**config.mk**
```make
export PLATFORM = sky130hd
export DESIGN_NAME = mips_mem_arbiter
export DESIGN_NICKNAME = d
export VERILOG_FILES = /design/src/rtl/mips_mem_pkg.sv /design/src/rtl/mips_arb_starve_ctr.sv /design/src/rtl/mips_mem_arbiter.sv
export SDC_FILE = /design/constraint.sdc
export NUM_CORES = 1
export LEC_CHECK = 0
export ABC_CLOCK_PERIOD_IN_PS = 1900
export BUFFER_PORTS_ARGS = -buffer_cell sky130_fd_sc_hd__buf_2
export CORE_MARGIN = 3
export CORE_UTILIZATION = 35
export DETAILED_ROUTE_END_ITERATION = 16
export GPL_TIMING_DRIVEN = 0
export MAX_ROUTING_LAYER = met4
export PLACE_DENSITY = 0.72
export RECOVER_POWER = 25
export SLEW_MARGIN = 20
export SYNTH_ARGS = -nofsm -noshare
export SYNTH_HDL_FRONTEND = slang
export SYNTH_SLANG_ARGS = --single-unit
```
**constraint.sdc**
```tcl
create_clock -name clock -period 1.9 [get_ports clock]
set_input_delay 0.285 -clock clock [delete_from_list [all_inputs] [get_ports clock]]
set_output_delay 0.285 -clock clock [all_outputs]
set_load 0.01 [all_outputs]
```
**src/rtl/mips_mem_pkg.sv**
```systemverilog
// Shared definitions for the MIPS unified-memory arbiter: FSM encoding,
// port ids and the load/store opcodes the pipeline decodes.
package mips_mem_pkg;

  typedef enum logic [1:0] {
    ST_IDLE  = 2'd0,
    ST_ISSUE = 2'd1,
    ST_WAIT  = 2'd2,
    ST_DONE  = 2'd3
  } arb_state_e;

  localparam logic PORT_IF = 1'b0;
  localparam logic PORT_DM = 1'b1;

  localparam logic [5:0] OP_LW = 6'h23;
  localparam logic [5:0] OP_SW = 6'h2b;

endpackage

```
**src/rtl/mips_arb_starve_ctr.sv**
```systemverilog
// Saturating count of arbitrations the fetch port has lost in a row.
module mips_arb_starve_ctr #(
  parameter int MAX = 4
) (
  input  logic clock,
  input  logic reset_n,
  input  logic inc,
  input  logic clr,
  output logic at_max
);

  localparam int CW = $clog2(MAX + 1);

  logic [CW-1:0] cnt;

  always_ff @(posedge clock) begin
    if (!reset_n) begin
      cnt <= '0;
    end else if (clr) begin
      cnt <= '0;
    end else if (inc && (cnt != CW'(MAX))) begin
      cnt <= cnt + 1'b1;
    end
  end

  assign at_max = (cnt == CW'(MAX));

endmodule

```
**src/rtl/mips_mem_arbiter.sv**
```systemverilog
// Shares one fixed-latency single-port word memory between instruction fetch
// and the load/store port; one access in flight, registered one-cycle acks.
//   state    | meaning
//   ST_IDLE  | arbitrate, latch winner id, address, we and store data
//   ST_ISSUE | mem_en strobe for the latched access
//   ST_WAIT  | MEM_LAT-1 cycles until read data is valid
//   ST_DONE  | mem_rdata valid; captured, winner acked next cycle
module mips_mem_arbiter
  import mips_mem_pkg::*;
#(
  parameter int MEM_LAT    = 2,
  parameter int AW         = 10,
  parameter int STARVE_MAX = 4
) (
  input  logic          clock,
  input  logic          reset_n,
  input  logic          if_req,
  input  logic [31:0]   if_addr,
  output logic [31:0]   if_rdata,
  output logic          if_ack,
  input  logic          dm_req,
  input  logic          dm_we,
  input  logic [31:0]   dm_addr,
  input  logic [31:0]   dm_wdata,
  output logic [31:0]   dm_rdata,
  output logic          dm_ack,
  output logic          mem_en,
  output logic          mem_we,
  output logic [AW-1:0] mem_addr,
  output logic [31:0]   mem_wdata,
  input  logic [31:0]   mem_rdata,
  output logic          stall_if,
  output logic          stall_mem
);

  localparam int LAT_W     = (MEM_LAT > 1) ? $clog2(MEM_LAT) : 1;
  localparam int WAIT_LOAD = (MEM_LAT > 1) ? MEM_LAT - 2 : 0;

  arb_state_e       state, state_nxt;
  logic [LAT_W-1:0] lat_cnt;
  logic             win_q;
  logic             if_cand, dm_cand, grant, grant_port;
  logic             starve_inc, starve_clr, starve_at_max;
  logic             unused_addr_bits;

  // A port whose ack is showing this cycle is still holding a stale request.
  assign if_cand = if_req & ~if_ack;
  assign dm_cand = dm_req & ~dm_ack;
  assign grant   = (state == ST_IDLE) & (if_cand | dm_cand);

  assign starve_inc = grant & if_cand & (grant_port == PORT_DM);
  assign starve_clr = grant & (grant_port == PORT_IF);

  mips_arb_starve_ctr #(.MAX(STARVE_MAX)) u_starve (
    .clock   (clock),
    .reset_n (reset_n),
    .inc     (starve_inc),
    .clr     (starve_clr),
    .at_max  (starve_at_max)
  );

  always_comb begin
    state_nxt  = state;
    grant_port = PORT_IF;
    if (dm_cand && !(if_cand && starve_at_max)) grant_port = PORT_DM;
    case (state)
      ST_IDLE:  if (grant) state_nxt = ST_ISSUE;
      ST_ISSUE: state_nxt = (MEM_LAT == 1) ? ST_DONE : ST_WAIT;
      ST_WAIT:  if (lat_cnt == '0) state_nxt = ST_DONE;
      ST_DONE:  state_nxt = ST_IDLE;
      default:  state_nxt = ST_IDLE;
    endcase
  end

  always_ff @(posedge clock) begin
    if (!reset_n) state <= ST_IDLE;
    else          state <= state_nxt;
  end

  always_ff @(posedge clock) begin
    if (!reset_n) begin
      lat_cnt   <= '0;
      win_q     <= PORT_IF;
      mem_addr  <= '0;
      mem_we    <= 1'b0;
      mem_wdata <= '0;
      if_rdata  <= '0;
      dm_rdata  <= '0;
      if_ack    <= 1'b0;
      dm_ack    <= 1'b0;
    end else begin
      if_ack <= 1'b0;
      dm_ack <= 1'b0;
      case (state)
        ST_IDLE: begin
          if (grant) begin
            win_q <= grant_port;
            if (grant_port == PORT_DM) begin
              mem_addr <= dm_addr[AW+1:2];
              mem_we   <= dm_we;
              if (dm_we) mem_wdata <= dm_wdata;
            end else begin
              mem_addr <= if_addr[AW+1:2];
              mem_we   <= 1'b0;
            end
          end
        end
        ST_ISSUE: lat_cnt <= LAT_W'(WAIT_LOAD);
        ST_WAIT:  if (lat_cnt != '0) lat_cnt <= lat_cnt - 1'b1;
        ST_DONE: begin
          if (win_q == PORT_IF) begin
            if_rdata <= mem_rdata;
            if_ack   <= 1'b1;
          end else begin
            if (!mem_we) dm_rdata <= mem_rdata;
            dm_ack <= 1'b1;
          end
        end
        default: ;
      endcase
    end
  end

  assign mem_en    = (state == ST_ISSUE);
  assign stall_if  = if_req & ~if_ack;
  assign stall_mem = dm_req & ~dm_ack;

  assign unused_addr_bits = ^{if_addr[31:AW+2], if_addr[1:0], dm_addr[31:AW+2], dm_addr[1:0]};

endmodule

```
==> results.yml, run 1 <==
cells_and_area:
  register_area_sq_mm: 0.00230
  n_fill_cell: 1271
  final_cell_mix: "nand2_1, buf_2, dfxtp_1"
  area_growth_pct: 39.6
  final_nets: 872
  multi_input_area_sq_mm: 0.00191
  drive_above_1_share_pct: 27.0
  final_common_cell: "nand2_1"
  n_antenna_cell: 0
floorplan:
  rows: 40
  die_h_um: 118
  io-pin-count: 245
  die_w_um: 118
  core_area_sq_mm: 0.0122
  initial_core_util_pct: 36.3
  die_area_sq_mm: 0.0140
clock_tree:
  postCtsSetupRepairBufs: 0
  h-tree-depth: 4
  cts.hold.buffers_added: 0
  clockRootBuffer: "clkbuf_16"
  cts_tree: "yes"
  clockBufferDepth: 2
  numCtsBuffers: 17
  clock-sinks: 115
  clk_latency_ps: 410
  cts.repair.resized: 0
  clkTransAtPathRegs_ps: 50
global_route:
  grt_first_pass_wirelength_mm: 20.8
  globalRouteOverflowTotal: 0
  grt_max_degree: 17
  antenna_found_initial: 0
  grt_pass1_vias: 4056
  grt.total_usage_pct: 19.2
worst_setup_path:
  critPathTopFamily: "compound AO/OA/AOI/OAI gates"
  crit_path_max_incr_delay_ps: 340
  slowest_stage: "dfxtp_1"
  rr_startpoint: "state[0]$_SDFFE_PN0P_"
  rr_worst_depth: 6
  crit_fanout: 10
  critPathCaptureType: "flop"
  critPathKind: "reg -> reg"
  crit_buf_inv: 2
  critPathLaunch: "state[0]$_SDFFE_PN0P_"
  worst_setup_path_start_kind: "flop"
  path_depth: 6
  path_cells: "inv_1 > ha_1 > o21ai_1 > clkbuf_1 > and3_1 > a221o_1"
  required_ps: 2190
  arrival_ps: 2010
synthesis:
  synth_edf_count: 0
  synth_nets: 653
  yosysSeqAreaShare_pct: 52.2
  ys_types: 35
  postSynthCellCount: 513
  avgSynthCellArea_sq_um: 8.60
  async_flop_share_pct: 0
  synthFlopType: "dfxtp_1"
  syn_area_sq_mm: 0.00441
  synth_warnings: 0
  synth-seq-cells: 115
timing:
  clock_skew_ps: 8.96
  finalHoldViolCount: 0
  fin_crit_sh_pct: 90.7
  fmax_mhz: 581
  setup_viol: 0
  maxSlewViolCount: 0
  relSlewSlack_pct: 66.3
  setup_tns_ps: 0
  finalCriticalPeriod_ps: 1720
  worst_slew_pin_slew_ps: 505
  rsz0062_at_grt: "false"
placed_design:
  place_congestion: 0.796
  place_hpwl_mm: 9.54
  port_buffers: 200
routing:
  viasPerCell: 4.64
  drtAntennaViolNets: 0
  drcViolationCount: 0
  dr.pass1.iters: 4
  vias: 4235
  drt-initial-drc-count: 226
  wire_per_inst_um: 14.2
  wl_mm: 12.9
power_and_ir_drop:
  power-per-cell-area_mw_per_mm2: 1190
  peakVddDrop_v: 0.000622
  leakagePower_nw: 2.64
  p_total_mw: 7.31
worst_hold_path:
  holdCritPathClass: "in -> reg"
  whs_path_depth: 2
  hold_start: "if_addr[5]"
job:
  drv_cap: 0
status:
  status: "finished clean"
==> where the power goes <==
| part | switching [mW] | leakage [nW] | internal [mW] |
|---|---|---|---|
| Combinational | 0.751 | 1.40 | 0.488 |
| Clock | 1.08 | 0.302 | 2.15 |
| Sequential | 0.150 | 0.933 | 2.69 |
==> worst reg2reg max path, delay by kind of cell (launching register included) <==
family,cells,cell delay [ps]
DFF,1,340
AOI/OAI and AO/OA,2,390
and+or+nand+nor,1,260
adders and majority gates,1,260
buffers and inverters,2,360
==> final timing paths <==
path	to	slack, ps
max	mem_addr[8]$_SDFFE_PN0P_	180
min reg2reg	dm_rdata[30]$_SDFFE_PN0P_	460
max reg2reg	mem_addr[8]$_SDFFE_PN0P_	180
min	mem_addr[3]$_SDFFE_PN0P_	100
==> cells in the mapped netlist (2+ instances only) <==
cell      number  share of area, %
a21boi_0      68                12
a221o_1       10               2.3
and3_1        11               1.6
buf_2         15               1.7
clkbuf_1      20               1.7
clkbuf_2       2              0.23
dfxtp_1      115                52
ha_1           7               2.0
inv_1          4              0.34
nand2_1      168                14
nand3_1       32               3.6
nand4_1        2              0.28
nand4b_1       2              0.40
nor2_1         2              0.17
nor2b_1        3              0.43
o21ai_0       33               3.7
==> registers in the layout (all words and copies together) (netlist names) <==
signal,flops
if_ack,1
mem_wdata,32
mem_addr,10
dm_rdata,32
u_starve.cnt,3
if_rdata,32
win_q,1
mem_we,1
dm_ack,1
state,2
==> cells by family after synthesis <==
kind of cell / after synthesis / synth area share, %
buffers and inverters: 45 / 4.62
adders and majority gates: 7 / 1.98
DFF: 115 / 52.2
muxes: 1 / 0.227
AOI/OAI and AO/OA: 114 / 18.1
and+or+nand+nor: 231 / 22.9
==> stage by stage <==
| step | hold slack (ps) | cell area [sq um] | setup WS (ps) | utilization (%) | instances |
|---|---|---|---|---|---|
| floorplan | 423 | 4410 | 334 | - | 513 |
| global placement | 449 | 5620 | 193 | 46.2 | 881 |
| detailed placement | 455 | 5620 | 176 | 46.2 | 881 |
| CTS | 81.5 | 6230 | 165 | 51.2 | 913 |
| global route | 76.9 | 6160 | 4.72 | 50.6 | 913 |
| finish | 98.6 | 6160 | 178 | 50.6 | 913 |
==> layer usage <==
layer  up-vias  wire (um)  GRT usage, %  part of all wire, %
met1      1924       5690          23.0                   44
met3        27        581          4.69                  4.5
met4         0        394          9.16                  3.0
met2       124       6270          30.5                   48
li1       2160          -             -                    -
met5         -          0             -                    0
==> area by class of cell <==
| type | instances | area share, % |
|---|---|---|
| plain buffers | 40 | 2.97 |
| clock buffers | 21 | 7.64 |
| clock inverters | 11 | 2.15 |
| inverters | 5 | 0.345 |
| multi-input cells | 353 | 31.0 |
| flip-flops and latches | 115 | 37.4 |
| well taps | 168 | 3.41 |
| repair buffers | 200 | 15.1 |
No activity file was read; power rests on OpenSTA's default activity.
==> run 2: changes to the inputs <==
- ABC_CLOCK_PERIOD_IN_PS: 1900 -> 1400
- PLACE_DENSITY: 0.72 -> 0.74
- clock period: 1.9 -> 1.4 ns (I/O delays scaled with it)
==> run 2 against run 1 <==
Clock power up 34%. Clock skew is 1.4 ps lower. Via count up 2.3%. Routed wire length up 3.7%. Critical path depth did not move. The run now ends with setup timing left. Cell area rose by 9.3%. Setup slack lost 260 ps. Utilization grew 4.7 points. Die area did not move. Largest cell class unchanged. Cell count is 1.4% higher. Worst hold slack got worse by 76 ps. Critical path type unchanged.
==> results.yml, run 2 (synthesis gave the netlist of run 1 again) <==
timing:
  fin_crit_sh_pct: 106
  finalHoldViolCount: 0
  clock_skew_ps: 7.58
  worst_slew_pin_slew_ps: 656
  setup_viol: 42
  layout_setup_ws_ps: -79.9
  fmax_mhz: 676
  maxSlewViolCount: 0
  finalCriticalPeriod_ps: 1480
  relSlewSlack_pct: 56.3
  setup_tns_ps: -1910
  rsz0062_at_grt: "true"
floorplan:
  die_h_um: 118
  die_w_um: 118
  io-pin-count: 245
  core_area_sq_mm: 0.0122
  initial_core_util_pct: 36.3
  die_area_sq_mm: 0.0140
  rows: 40
worst_setup_path:
  required_ps: 1680
  critPathKind: "reg -> reg"
  path_cells: "inv_2 > ha_4 > nand4b_1 > and4_4 > buf_8 > a221o_1"
  crit_fanout: 5
  crit_buf_inv: 2
  critPathCaptureType: "flop"
  arrival_ps: 1760
  critPathTopFamily: "simple AND/OR/NAND/NOR gates"
  slowest_stage: "dfxtp_2"
  crit_path_max_incr_delay_ps: 320
  worst_setup_path_start_kind: "flop"
routing:
  wire_per_inst_um: 14.5
  wl_mm: 13.4
  drcViolationCount: 0
  vias: 4334
  viasPerCell: 4.68
  dr.pass1.iters: 4
  drt-initial-drc-count: 164
  drtAntennaViolNets: 0
power_and_ir_drop:
  leakagePower_nw: 3.02
  peakVddDrop_v: 0.000822
  power-per-cell-area_mw_per_mm2: 1560
  p_total_mw: 10.5
cells_and_area:
  final_cell_mix: "buf_2, nand2_1, dfxtp_1"
  area_growth_pct: 52.5
  n_antenna_cell: 0
  drive_above_1_share_pct: 41.8
  final_nets: 887
  reg_top3: "dm_rdata: 32 flops, if_rdata: 32 flops, mem_wdata: 32 flops"
  final_common_cell: "buf_2"
  final_core_utilization_pct: 55.3
clock_tree:
  clkTransAtPathRegs_ps: 50
  clock-sinks: 115
  cts_tree: "yes"
  clk_latency_ps: 410
  clockRootBuffer: "clkbuf_16"
  cts.hold.buffers_added: 0
  h-tree-depth: 4
  numCtsBuffers: 17
  clockBufferDepth: 2
global_route:
  grt_pass1_vias: 4211
  antenna_found_initial: 0
  grt_first_pass_wirelength_mm: 21.4
  globalRouteOverflowTotal: 0
  grt_max_degree: 17
  grt.total_usage_pct: 19.8
status:
  violations: "setup timing"
  status: "finished, violations left"
placed_design:
  port_buffers: 200
  place_hpwl_mm: 9.54
  place_congestion: 0.822
job:
  drv_cap: 0
worst_hold_path:
  holdCritPathClass: "in -> reg"
## run 2: final timing paths
kind	cells after the start	end	slack (ps)	from
min	2	mem_addr[9]$_SDFFE_PN0P_	20	dm_addr[11]
max	6	mem_addr[2]$_SDFFE_PN0P_	-80	u_starve.cnt[1]$_SDFFE_PP0P_
min reg2reg	2	mem_wdata[20]$_SDFFE_PN0P_	450	mem_wdata[20]$_SDFFE_PN0P_
max reg2reg	6	mem_addr[2]$_SDFFE_PN0P_	-80	u_starve.cnt[1]$_SDFFE_PP0P_
## run 2: report_power, final
group | internal, mW | switching [mW] | total (mW) | leakage, nW
registers | 3.67 | 0.231 | 3.90 | 0.935
logic | 1.09 | 1.19 | 2.28 | 1.80
clock network | 2.91 | 1.43 | 4.34 | 0.287
total | 7.67 | 2.84 | 10.5 | 3.02
## run 2: routing by layer
layer | vias up | routed length (um) | global-route usage [%]
met5 | - | 0 | -
met4 | 0 | 393 | 9.30
met3 | 29 | 577 | 4.55
met2 | 108 | 6680 | 31.7
met1 | 2006 | 5770 | 23.7
li1 | 2191 | - | -
## run 2: area by class of cell
cell class	count	area, sq um
clock inverters	5	100
repair buffers	216	1160
multi-input cells	354	2130
flip-flops and latches	115	2310
plain buffers	38	307
fillers	1145	5430
inverters	5	21.3
clock buffers	25	485
well taps	168	210
## run 2: what timing repair did
action,4_1_cts,5_1_grt
endpoints found under the setup margin,103,106
gates resized for setup,105,45
buffers inserted,10,1
pin swaps,30,16
gates cloned,6,0
## run 2: through the flow
step | instances | hold WS, ps | worst slack [ps] | area [sq um]
finish | 926 | 22.6 | -79.9 | 6730
global route | 926 | 12.5 | -186 | 6730
CTS | 925 | 1.70 | -73.2 | 6590
detailed placement | 881 | 437 | -304 | 5650
global placement | 881 | 431 | -313 | 5650
floorplan | 513 | 348 | 4.83 | 4440
==> run 3: changes to the inputs <==
--- a/config.mk
+++ b/config.mk
@@ -13,2 +13,3 @@
 export GPL_TIMING_DRIVEN = 0
+export HOLD_SLACK_MARGIN = 0.1
 export MAX_ROUTING_LAYER = met4
==> constraint.sdc (replaced) <==
create_clock -name clock -period 1.4 [get_ports clock]
set_input_delay 0.28 -clock clock [delete_from_list [all_inputs] [get_ports clock]]
set_output_delay 0.28 -clock clock [all_outputs]
set_load 0.01 [all_outputs]
==> run 3 against run 2 <==
The flow still finishes with violations (setup timing). Maximum frequency fell by 4.8%. Cell area up 8.5%. Clock skew about the same. Combinational power rose by 11%. Worst hold slack gained 100 ps. Total power rose by 2.7%. Highest routed layer unchanged.
==> results.yml, run 3 (synthesis gave the netlist of run 1 again) <==
timing:
  worst_slew_pin_slew_ps: 678
  finalHoldViolCount: 0
  finalCriticalPeriod_ps: 1550
  fmax_mhz: 643
  clock_skew_ps: 7.70
  hold_slack_ps: 123
  layout_setup_ws_ps: -154
  relSlewSlack_pct: 54.8
  setup_tns_ps: -4140
  fin_crit_sh_pct: 111
  maxSlewViolCount: 0
  setup_viol: 44
  rsz0062_at_grt: "true"
routing:
  dr.pass1.iters: 6
  wire_per_inst_um: 15.8
  vias: 4719
  viasPerCell: 4.80
  wl_mm: 15.5
  drt-initial-drc-count: 225
  drtAntennaViolNets: 0
  drcViolationCount: 0
floorplan:
  rows: 40
  die_w_um: 118
  die_area_sq_mm: 0.0140
  io-pin-count: 245
  core_area_sq_mm: 0.0122
  initial_core_util_pct: 36.3
  die_h_um: 118
global_route:
  grt_first_pass_wirelength_mm: 23.8
  antenna_found_initial: 1
  grt_max_degree: 17
  globalRouteOverflowTotal: 0
  grt.total_usage_pct: 22.2
  grt_pass1_vias: 4634
worst_setup_path:
  path_cells: "inv_2 > ha_4 > nand4b_1 > nand4_1 > buf_6 > buf_8 > clkbuf_16 > nand3_1 > o21ai_1"
  arrival_ps: 1850
  rr_worst_depth: 9
  crit_path_max_incr_delay_ps: 340
  ff2ff_setup_slack_ps: -150
  worst_setup_path_start_kind: "flop"
  endpoint: "mem_wdata[19]$_SDFFE_PN0P_"
  slowest_stage: "dfxtp_2"
  required_ps: 1700
  path_depth: 9
  r2r-end: "mem_wdata[19]$_SDFFE_PN0P_"
  crit_fanout: 5
  critPathKind: "reg -> reg"
  critPathLaunch: "u_starve.cnt[0]$_SDFFE_PP0P_"
  rr_startpoint: "u_starve.cnt[0]$_SDFFE_PP0P_"
  critPathTopFamily: "buffers and inverters"
  crit_buf_inv: 4
  critPathCaptureType: "flop"
worst_hold_path:
  holdCritPathClass: "in -> reg"
cells_and_area:
  n_fill_cell: 1058
  reg_top3: "dm_rdata: 32 flops, if_rdata: 32 flops, mem_wdata: 32 flops"
  drive_above_1_share_pct: 35.2
  area_growth_pct: 65.5
  final_cell_mix: "nand2_1, buf_2, dfxtp_1"
  register_area_sq_mm: 0.00231
  final_core_utilization_pct: 60.1
  multi_input_area_sq_mm: 0.00214
  fin_cells: 984
  final_common_cell: "nand2_1"
  final_nets: 944
clock_tree:
  clock-sinks: 115
  clkTransAtPathRegs_ps: 50
  h-tree-depth: 4
  clockBufferDepth: 2
  clockRootBuffer: "clkbuf_16"
  cts_tree: "yes"
  clk_latency_ps: 410
  numCtsBuffers: 17
power_and_ir_drop:
  leakagePower_nw: 3.12
  power_switching_mw: 2.97
  switching_share_pct: 27.5
  p_seq_share_pct: 36.2
  p_clk_share_pct: 40.2
  p_int_mw: 7.82
  combPwrFrac_pct: 23.6
  peakVddDrop_v: 0.000795
  power-per-cell-area_mw_per_mm2: 1480
placed_design:
  place_hpwl_mm: 9.54
  place_congestion: 0.822
  port_buffers: 200
  post-place-cells: 881
job:
  drv_cap: 0
status:
  violations: "setup timing"
  status: "finished, violations left"
[run 3: repair_timing]
item                                    in CTS  in global routing
gates resized for setup                    113                 52
cloned                                       6                  6
hold endpoints to repair                    39                  0
hold buffers                                48                  0
pin swaps                                   30                 16
setup buffers                                9                  5
endpoints found under the setup margin     104                104
[run 3: how the worst min path moves through the flow]
stage | depth (start not counted) | start | to | slack [ps]
final | 2 | if_addr[10] | mem_addr[8]$_SDFFE_PN0P_ | 120
after CTS | 3 | dm_wdata[31] | mem_wdata[31]$_SDFFE_PN0P_ | 100
after global routing | 2 | if_addr[10] | mem_addr[8]$_SDFFE_PN0P_ | 110
after detailed placement | 2 | dm_rdata[3]$_SDFFE_PN0P_ | dm_rdata[3]$_SDFFE_PN0P_ | 450
after global placement | 2 | dm_rdata[18]$_SDFFE_PN0P_ | dm_rdata[18]$_SDFFE_PN0P_ | 450
after floorplan | 1 | dm_addr[2] | mem_addr[0]$_SDFFE_PN0P_ | 420
[run 3: power by group through the flow]
stage / sequential, mW / combinational [mW] / clock (mW)
after CTS: 3.89 / 2.28 / 4.42
after floorplan: 4.07 / 0.865 / 0
after detailed placement: 3.92 / 1.80 / 0
final: 3.91 / 2.54 / 4.34
after global placement: 3.92 / 1.78 / 0
after global routing: 3.95 / 2.75 / 4.59
[run 3: area by class of cell]
| cell class | instances | share of cell area (%) |
|---|---|---|
| timing repair buffer | 273 | 23.5 |
| inverter | 5 | 0.360 |
| clock inverter | 5 | 1.37 |
| multi-input combinational | 354 | 29.3 |
| clock buffer | 25 | 6.65 |
| tap | 168 | 2.88 |
| buffer | 38 | 4.23 |
| sequential | 115 | 31.6 |
| antenna | 1 | 0.0343 |
[run 3: stage by stage]
step / power (mW) / cell area (sq um) / worst slack, ps
after floorplan: 4.93 / 4440 / 4.83
after global placement: 5.69 / 5650 / -313
after detailed placement: 5.72 / 5650 / -304
final: 10.8 / 7300 / -154
after CTS: 10.6 / 7110 / -73.2
after global routing: 11.3 / 7300 / -247
[run 3: layer usage]
layer / part of all wire, % / global-route usage [%]
met1: 40 / 25.0
met2: 51 / 36.3
met3: 4.6 / 4.88
met4: 4.4 / 12.7
met5: 0 / -
